**config.mk**
```make
export PLATFORM = sky130hd
export DESIGN_NAME = uart_packet_ctrl_flat
export DESIGN_NICKNAME = d
export VERILOG_FILES = /design/src/rtl/uart_pkt_pkg.sv /design/src/rtl/uart_packet_ctrl_if.sv /design/src/rtl/uart_byte_timeout.sv /design/src/rtl/uart_packet_ctrl.sv /design/src/flat_wrapper.sv
export SDC_FILE = /design/constraint.sdc
export NUM_CORES = 1
export LEC_CHECK = 0
export BUFFER_PORTS_ARGS = -buffer_cell sky130_fd_sc_hd__buf_2
export CORE_ASPECT_RATIO = 1.75
export CORE_MARGIN = 5
export CORE_UTILIZATION = 51
export DETAILED_ROUTE_END_ITERATION = 7
export PLACE_DENSITY = 0.85
export SETUP_SLACK_MARGIN = 0.3
export SLEW_MARGIN = 20
export SYNTH_ARGS = -nofsm -noshare
export SYNTH_HDL_FRONTEND = slang
export SYNTH_SLANG_ARGS = --single-unit
```
**constraint.sdc**
```tcl
create_clock -name clk50 -period 2.6 [get_ports clk50]
set_clock_uncertainty 0.1 [all_clocks]
set_input_delay 0 -clock clk50 [delete_from_list [all_inputs] [get_ports clk50]]
set_output_delay 0 -clock clk50 [all_outputs]
set_load 0.02 [all_outputs]
```
**src/rtl/uart_pkt_pkg.sv**
```systemverilog
// Shared types for the UART packet controller: FSM states, error causes and the
// default frame start marker.
package uart_pkt_pkg;

  typedef enum logic [1:0] {
    HUNT,
    PAYLOAD,
    CHECK
  } state_t;

  typedef enum logic [1:0] {
    ERR_NONE,
    ERR_CSUM,
    ERR_TIMEOUT,
    ERR_OVERRUN
  } err_cause_t;

  localparam logic [7:0] SYNC_BYTE_DEF = 8'hA5;

endpackage

```
**src/rtl/uart_packet_ctrl_if.sv**
```systemverilog
// Byte-in / packet-out bundle between the UART receiver, the packet controller
// and the display logic. master = stimulus/consumer side, slave = controller.
interface uart_packet_ctrl_if #(
  parameter int NBYTES = 5
);
  logic [7:0]          rx_data;
  logic                rx_done;
  logic [8*NBYTES-1:0] pkt_data;
  logic                pkt_valid;
  logic                pkt_ready;
  logic                frame_err;
  logic                busy;

  modport master (
    output rx_data, rx_done, pkt_ready,
    input  pkt_data, pkt_valid, frame_err, busy
  );

  modport slave (
    input  rx_data, rx_done, pkt_ready,
    output pkt_data, pkt_valid, frame_err, busy
  );
endinterface

```
**src/rtl/uart_byte_timeout.sv**
```systemverilog
// Inter-byte watchdog: counts while enabled, restarts on every byte strobe and
// raises expire for one cycle when the gap reaches TIMEOUT_CYC-1 cycles.
module uart_byte_timeout #(
  parameter int TIMEOUT_CYC = 500000
) (
  input  logic clk,
  input  logic rst,
  input  logic clr,
  input  logic en,
  output logic expire
);
  localparam int TW = (TIMEOUT_CYC > 1) ? $clog2(TIMEOUT_CYC) : 1;

  logic [TW-1:0] timer;

  assign expire = en && !clr && (timer == TW'(TIMEOUT_CYC - 1));

  always_ff @(posedge clk) begin
    if (rst || clr || !en || expire) begin
      timer <= '0;
    end else begin
      timer <= timer + 1'b1;
    end
  end

endmodule

```
**src/rtl/uart_packet_ctrl.sv**
```systemverilog
// Sync-hunting frame controller: collects NBYTES payload bytes, checks an XOR
// checksum and presents packets on a valid/ready port. Optional UART_PKT_STATS_EN.
module uart_packet_ctrl
  import uart_pkt_pkg::*;
#(
  parameter int         NBYTES      = 5,
  parameter int         TIMEOUT_CYC = 500000,
  parameter logic [7:0] SYNC_BYTE   = SYNC_BYTE_DEF
) (
  input logic               clk50,
  input logic               rst,
  uart_packet_ctrl_if.slave bus
`ifdef UART_PKT_STATS_EN
  ,
  input  logic              stats_clr,
  output logic [15:0]       err_csum_cnt,
  output logic [15:0]       err_timeout_cnt,
  output logic [15:0]       err_overrun_cnt
`endif
);
  localparam int PW = 8 * NBYTES;
  localparam int CW = (NBYTES > 1) ? $clog2(NBYTES) : 1;

  state_t     state, state_nxt;
  err_cause_t err_cause;
  logic [CW-1:0] byte_cnt;
  logic [7:0]    csum;
  logic [PW-1:0] shift_reg;
  logic [PW+7:0] shift_ext;
  logic          start, shift_en, load_pkt, expire;

  assign bus.busy  = (state != HUNT);
  assign shift_ext = {shift_reg, bus.rx_data};

  uart_byte_timeout #(
    .TIMEOUT_CYC(TIMEOUT_CYC)
  ) u_timeout (
    .clk   (clk50),
    .rst   (rst),
    .clr   (bus.rx_done),
    .en    (bus.busy),
    .expire(expire)
  );

  always_ff @(posedge clk50) begin
    if (rst) begin
      state <= HUNT;
    end else begin
      state <= state_nxt;
    end
  end

  always_comb begin
    state_nxt = state;
    err_cause = ERR_NONE;
    start     = 1'b0;
    shift_en  = 1'b0;
    load_pkt  = 1'b0;
    case (state)
      HUNT: begin
        if (bus.rx_done && (bus.rx_data == SYNC_BYTE)) begin
          start     = 1'b1;
          state_nxt = PAYLOAD;
        end
      end
      PAYLOAD: begin
        if (expire) begin
          err_cause = ERR_TIMEOUT;
          state_nxt = HUNT;
        end else if (bus.rx_done) begin
          shift_en = 1'b1;
          if (byte_cnt == CW'(NBYTES - 1)) state_nxt = CHECK;
        end
      end
      CHECK: begin
        if (expire) begin
          err_cause = ERR_TIMEOUT;
          state_nxt = HUNT;
        end else if (bus.rx_done) begin
          state_nxt = HUNT;
          // An old packet still waiting and not taken this cycle wins over the new one.
          if (bus.rx_data != csum) begin
            err_cause = ERR_CSUM;
          end else if (bus.pkt_valid && !bus.pkt_ready) begin
            err_cause = ERR_OVERRUN;
          end else begin
            load_pkt = 1'b1;
          end
        end
      end
      default: state_nxt = HUNT;
    endcase
  end

  always_ff @(posedge clk50) begin
    if (shift_en) shift_reg <= shift_ext[PW-1:0];
  end

  always_ff @(posedge clk50) begin
    if (rst) begin
      byte_cnt      <= '0;
      csum          <= '0;
      bus.pkt_data  <= '0;
      bus.pkt_valid <= 1'b0;
      bus.frame_err <= 1'b0;
    end else begin
      if (start) begin
        byte_cnt <= '0;
        csum     <= '0;
      end else if (shift_en) begin
        byte_cnt <= byte_cnt + 1'b1;
        csum     <= csum ^ bus.rx_data;
      end
      if (load_pkt) begin
        bus.pkt_data  <= shift_reg;
        bus.pkt_valid <= 1'b1;
      end else if (bus.pkt_valid && bus.pkt_ready) begin
        bus.pkt_valid <= 1'b0;
      end
      bus.frame_err <= (err_cause != ERR_NONE);
    end
  end

`ifdef UART_PKT_STATS_EN
  function automatic logic [15:0] sat_inc(input logic [15:0] v);
    return (v == 16'hFFFF) ? v : v + 16'd1;
  endfunction

  always_ff @(posedge clk50) begin
    if (rst || stats_clr) begin
      err_csum_cnt    <= '0;
      err_timeout_cnt <= '0;
      err_overrun_cnt <= '0;
    end else begin
      case (err_cause)
        ERR_CSUM:    err_csum_cnt    <= sat_inc(err_csum_cnt);
        ERR_TIMEOUT: err_timeout_cnt <= sat_inc(err_timeout_cnt);
        ERR_OVERRUN: err_overrun_cnt <= sat_inc(err_overrun_cnt);
        default: ;
      endcase
    end
  end
`endif

endmodule
```
**src/flat_wrapper.sv**
```systemverilog
// flat-port wrapper written by rule: the top's interface ports become plain ports
module uart_packet_ctrl_flat import uart_pkt_pkg::*;
#(
  parameter int         NBYTES      = 5,
  parameter int         TIMEOUT_CYC = 500000,
  parameter logic [7:0] SYNC_BYTE   = SYNC_BYTE_DEF
)
  (clk50, rst, bus_rx_data, bus_rx_done, bus_pkt_ready, bus_pkt_data, bus_pkt_valid, bus_frame_err, bus_busy);
  uart_packet_ctrl_if #(.NBYTES(NBYTES)) bus_i ();
  input logic clk50;
  input logic rst;
  input wire logic [$bits(bus_i.rx_data)-1:0] bus_rx_data;
  input wire logic [$bits(bus_i.rx_done)-1:0] bus_rx_done;
  input wire logic [$bits(bus_i.pkt_ready)-1:0] bus_pkt_ready;
  output wire logic [$bits(bus_i.pkt_data)-1:0] bus_pkt_data;
  output wire logic [$bits(bus_i.pkt_valid)-1:0] bus_pkt_valid;
  output wire logic [$bits(bus_i.frame_err)-1:0] bus_frame_err;
  output wire logic [$bits(bus_i.busy)-1:0] bus_busy;
  assign bus_i.rx_data = bus_rx_data;
  assign bus_i.rx_done = bus_rx_done;
  assign bus_i.pkt_ready = bus_pkt_ready;
  assign bus_pkt_data = bus_i.pkt_data;
  assign bus_pkt_valid = bus_i.pkt_valid;
  assign bus_frame_err = bus_i.frame_err;
  assign bus_busy = bus_i.busy;
  uart_packet_ctrl #(.NBYTES(NBYTES), .TIMEOUT_CYC(TIMEOUT_CYC), .SYNC_BYTE(SYNC_BYTE)) u_core (.clk50(clk50), .rst(rst), .bus(bus_i));
endmodule
```
# After elaboration in Yosys (flattened, before gate mapping)

Index checks and enable logic that the tools add are counted.
Widths: inputs -> output; s select.

Bits of input ports: 12
Register bits after elaboration: 114
Output and inout port bits: 43

$add $sub $neg: 2
Equality and inequality tests: 10
Reductions and logical operators: 17
Multiplexer cells: 25
Bitwise operators: 1

Operator list:

| cell                  | count |
|---|---|
| $mux 2                | 11 |
| $add 19x1->19 const B | 1 |
| $eq 19x19->1 const B  | 1 |
| $mux 1                | 12 |
| $eq 8x8->1 const B    | 1 |
| $ne 8x8->1            | 1 |
| $xor 8x8->8           | 1 |
| $ne 3x3->1 const B    | 2 |
| $pmux 2 s3            | 1 |
| $reduce_bool 2->1     | 3 |
| $logic_and 1x1->1     | 5 |
| $pmux 2 s2            | 1 |
| $reduce_and 4->1      | 1 |
| $add 3x1->3 const B   | 1 |
| $eq 3x3->1 const B    | 1 |
| $logic_not 1->1       | 3 |
| $logic_or 1x1->1      | 3 |
| $ne 3x2->1 const B    | 1 |
| $eq 2x1->1 const B    | 1 |
| $eq 2x2->1 const B    | 1 |
| $logic_not 2->1       | 1 |
| $ne 2x1->1 const B    | 1 |
| $reduce_or 2->1       | 1 |

# Longest topological paths before layout

Depth in word-level cells: 8
Gate-level depth with buffers: 7
Depth with buffers taken out: 6

# Cells and area by module

A second synthesis with hierarchy kept.

Cell total of the unflattened synthesis: 410
Area, all modules: 4729.5 um^2

By module, submodules not included:

| module            | times used | cells an instance | area each (um^2) |
|---|---|---|---|
| uart_packet_ctrl  | 1          | 308               | 3828.7 |
| uart_byte_timeout | 1          | 102               | 900.9 |

# Worst setup path after synthesis

Ideal clock, no wire load.

Kind: reg-to-reg
Start: register u_core.state[1]
End: register u_core.csum[0]
Path buffers: 1
Stages on the path, launching flop included: 8
Library setup time: 128 ps
Data arrival time: 2420 ps
Path slack: -48 ps
Path through: dfxtp_1 -> inv_1 -> ha_1 -> and2_1 -> clkbuf_1 -> nand2_1 -> xor2_1 -> nor2_1

Word-level cells in the longest chain between the ends: 5
Elaborated cells between the ends (all ways): 9

RTL lines:

| what                            | RTL line                | source |
|---|---|---|
| from (decl)                     | uart_packet_ctrl.sv:24  | `state_t state, state_nxt;` |
| from (signal assigned)          | uart_packet_ctrl.sv:49  | `state <= state_nxt;` |
| $reduce_bool 2->1               | uart_packet_ctrl.sv:32  | `assign bus.busy = (state != HUNT);` |
| $logic_and 1x1->1 (2 in series) | uart_byte_timeout.sv:16 | `assign expire = en && !clr && (timer == TW'(TIMEOUT_CYC - 1));` |
| $mux 1                          | uart_packet_ctrl.sv:67  | `if (expire) begin` |
| $mux 1 *                        | uart_packet_ctrl.sv:59  | `case (state)` |
| named net u_core.shift_en       | uart_packet_ctrl.sv:30  | `logic start, shift_en, load_pkt, expire;` |
| to (signal assigned)            | uart_packet_ctrl.sv:112 | `csum <= csum ^ bus.rx_data;` |
| to (decl)                       | uart_packet_ctrl.sv:27  | `logic [7:0] csum;` |

Mark *: on every way through the listed nets, which the timed path passes. The rest lies on a longest branch.
A chain may end at the register's enable or synchronous reset.

# Worst setup path in the final report

Start: register u_core.u_timeout.timer[12]
End: register u_core.u_timeout.timer[4]

Word-level cells in the longest chain between the ends: 3

RTL lines:

| what                   | RTL line                | source |
|---|---|---|
| from (decl)            | uart_byte_timeout.sv:14 | `logic [TW-1:0] timer;` |
| from (signal assigned) | uart_byte_timeout.sv:22 | `timer <= timer + 1'b1;` |
| $eq 19x19->1           | uart_byte_timeout.sv:16 |  |
| $logic_and 1x1->1      | uart_byte_timeout.sv:16 |  |
| $logic_or 1x1->1       | uart_byte_timeout.sv:19 | `if (rst \|\| clr \|\| !en \|\| expire) begin` |

No other way between the ends.

==> impl_summary.log <==
INFO  metric avgSynthCellArea = 11.69 µm²
INFO  metric drt_drc_violations_left = 0
INFO  metric grt_setup_unrepaired = no
INFO  metric wire_length_of_the_first_global_routing_pass = 13050 µm
INFO  metric worst_path_largest_cell_delay = 0.54 ns
INFO  metric max_freq = approximately 500 MHz
INFO  metric cellLeakagePower = 2.028 nW
INFO  metric clk_pin_slew_worst_paths = 0.05 ns
INFO  metric dr_total_vias = 2864
INFO  metric status = completed
INFO  metric first_pass_iters = 5
INFO  metric final-setup-viol-count = 0
INFO  metric mostFrequentLayoutCells = sky130_fd_sc_hd__nor2_1 (74), sky130_fd_sc_hd__dfxtp_1 (74), sky130_fd_sc_hd__buf_2 (54)
INFO  metric crit_path_top_delay_cell = sky130_fd_sc_hd__or4b_1
INFO  metric total_power_consumption = 4.257 mW
INFO  metric tightest_slew = approximately 0.44 ns
INFO  metric distinct_cell_type_count_after_synthesis = 36
INFO  metric worst_setup_path_startpoint = u_core.u_timeout.timer[12]
INFO  metric buffer_ports.inserted = 54
INFO  metric synth_async_sr_flop_share = 0
INFO  metric number_of_warnings_reported_in_the_yosys_synthesis_log = 0
INFO  metric grt_usage = 0.1603
INFO  metric min_path_cells = 2
INFO  metric end_kind = register
INFO  metric worstPathCellList = or4b_1, nor4_2, nand4_2, nand2_2, nor2_1
INFO  metric cp_top_family = simple AND/OR/NAND/NOR gates
INFO  metric vdd_drop_max = 0.6368 mV
INFO  metric start_util = 0.5197
INFO  metric cts_tree = built
INFO  metric crit_path_start_kind = register
INFO  metric path_buf_inv = 0
INFO  metric avgViaCountPerCell = 5.245
INFO  metric synth-edff-count = 40
INFO  metric grt_start_max_net_pins = 42
INFO  metric critical_path_required = around 2.8 ns
INFO  metric cts_inserted_buffers = 17
INFO  metric yosysSeqAreaShare = 0.6251
INFO  metric route.antenna.remaining_nets = 0
INFO  metric fp.dieArea = 10420 µm²
INFO  metric globalRouteOverflowTotal = 0
INFO  metric fin_crit_sh = 0.7848
INFO  metric detail_route.iter0.violations = 143
INFO  metric hold_vio_cnt_final = 0
INFO  metric number_of_register_bits_inferred_by_synthesis = 114
INFO  metric drt-total-wl = 8007 µm
INFO  metric final-max-slew-violation-count = 0
INFO  metric core_area = 8258 µm²
INFO  metric r2r-end = u_core.u_timeout.timer[4]
INFO  metric layout-drive-gt1-share = 0.1960
INFO  metric worst_ep_arrival_time = ~2.2 ns
INFO  metric slew_headroom = 0.7098
INFO  metric min_path_type = input port to register
INFO  metric critical_path_class = register to register
INFO  metric timing.critical_path.depth = 5
INFO  metric final_net_count = 459
INFO  metric number_of_sinks_on_the_clock_net = 114
INFO  metric mappedNetlistNets = 385
INFO  metric rows = 44
INFO  metric avgRoutedWirePerCell = 14.66 µm
INFO  metric pwr_density_cell = 796.3 nW/µm²
INFO  metric post_synth_instance_area = about 4300 µm²
INFO  metric final_core_utilization = 0.6474
INFO  metric cts_post_setup_buffers_inserted = 0
INFO  metric antenna_found_initial = 0
INFO  metric hold_start = bus_rx_data[7]
INFO  metric clock_latency_at_the_later_pin_of_the_worst_skew_pair = around 0.4 ns
INFO  metric fin_cells = 546
INFO  metric synth.top_cell.area_share = 0.3452
INFO  metric grt_pass1_vias = roughly 2900
INFO  metric fp.dieW = 79.35 µm
INFO  metric synth_largest_area_cell = sky130_fd_sc_hd__dfxtp_1
INFO  metric path_max_fanout = 18
INFO  metric h-tree-depth = 4
INFO  metric finalHoldWorstSlack = 0.2627 ns
INFO  metric placed_cells_incl_taps = 503
INFO  metric timing.reg2reg.setup_slack = 0.56 ns
INFO  metric setup_total_negative_slack = 0 ns
INFO  metric synth_ff_type = sky130_fd_sc_hd__dfxtp_1
INFO  metric die_height = 131.4 µm
INFO  metric r2r_start = u_core.u_timeout.timer[12]
INFO  metric area_growth_syn_to_layout = 24.58%
INFO  metric worst_reg_to_reg_cells = 5
INFO  metric gpl.final_weighted_congestion = 0.8440
INFO  metric final.min_clock_period = around 2.0 ns
INFO  metric synthCells = 367
INFO  metric synthTopCellsByArea = sky130_fd_sc_hd__dfxtp_1 (35%), sky130_fd_sc_hd__edfxtp_1 (28%), sky130_fd_sc_hd__mux2i_1 (9.8%), sky130_fd_sc_hd__nor2_1 (6.5%), sky130_fd_sc_hd__xor2_1 (3.7%)
INFO  metric design.portCount = 55
INFO  metric antenna_cells = 0
INFO  metric clockRootBuffer = sky130_fd_sc_hd__clkbuf_16
INFO  metric place.detailed.hpwl = between 5000 and 6000 µm
INFO  metric hold_path_end = u_core.shift_reg[7]
INFO  metric maxcap_viol_count = 0
INFO  metric max-clock-path-buffers = 2
==> worst reg2reg max path, delay by kind of cell, from the launching register on <==
kind	cells	cell delay [ns]
DFF	1	0.33
and+or+nand+nor	5	1.49
==> worst max path at each step <==
| stage | slack, ns | end |
|---|---|---|
| final | 0.56 | u_core.u_timeout.timer[4] |
| after floorplan | 0.68 | u_core.csum[0] |
| after global placement | 0.64 | u_core.u_timeout.timer[2] |
| after detailed placement | 0.59 | u_core.u_timeout.timer[13] |
| after CTS | 0.57 | u_core.u_timeout.timer[4] |
| after global routing | 0.45 | u_core.u_timeout.timer[16] |
==> metal layers <==
layer  routed length, µm  track usage  up-vias
met5                   0            0        -
met4                 119      0.07361        0
met3                 359      0.06027        7
met2                4273       0.2697       70
met1                3256       0.1763     1392
li1                    -            -     1395
==> logic make-up after synthesis <==
group	count (synthesis)	synth area share
flip-flops	114	0.6251
buffers and inverters	24	0.02624
AO/OA/AOI/OAI	9	0.01487
adder cells (fa/ha/maj)	6	0.01749
XOR/XNOR	34	0.06939
multiplexers	42	0.09796
AND/OR/NAND/NOR	138	0.1490
==> stage by stage <==
stage	setup WS, ns	instance area, µm²
floorplan	0.6764	4293
global placement	0.6405	4654
detailed placement	0.5860	4654
CTS	0.5660	5346
global route	0.4461	5346
finish	0.5594	5346
==> cells in the mapped netlist, drive strengths merged (3+ instances only) <==
| cell | n |
|---|---|
| dfxtp | 74 |
| nor2 | 74 |
| mux2i | 42 |
| edfxtp | 40 |
| nand2 | 24 |
| xor2 | 18 |
| xnor2 | 16 |
| nand3 | 11 |
| inv | 10 |
| clkbuf | 9 |
| ha | 6 |
| nor3 | 6 |
| buf | 5 |
| nand4 | 5 |
| and2 | 3 |
| and3 | 3 |
| and4 | 3 |
| nand2b | 3 |
| nor4 | 3 |
==> timing repair <==
item                                    CTS  global route
endpoints found under the hold margin    21             0
endpoints found under the setup margin    0             0
gates resized for setup                   0             0
hold buffers                             11             0
==> final cells by class <==
cell class / count / area (µm²)
inverters: 10 / 37.54
multi-input cells: 229 / 1506
clock inverters: 6 / 102.6
repair buffers: 69 / 422.9
fillers: 630 / 2912
flip-flops and latches: 114 / 2683
well taps: 92 / 115.1
clock buffers: 26 / 479.2
==> power breakdown <==
| group | internal, mW | switching [mW] |
|---|---|---|
| Combinational | 0.0463 | 0.0740 |
| Clock | 1.55 | 0.703 |
| Sequential | 1.88 | 0.0133 |
| Total | 3.47 | 0.790 |
No activity file was read; power rests on OpenSTA's default activity.
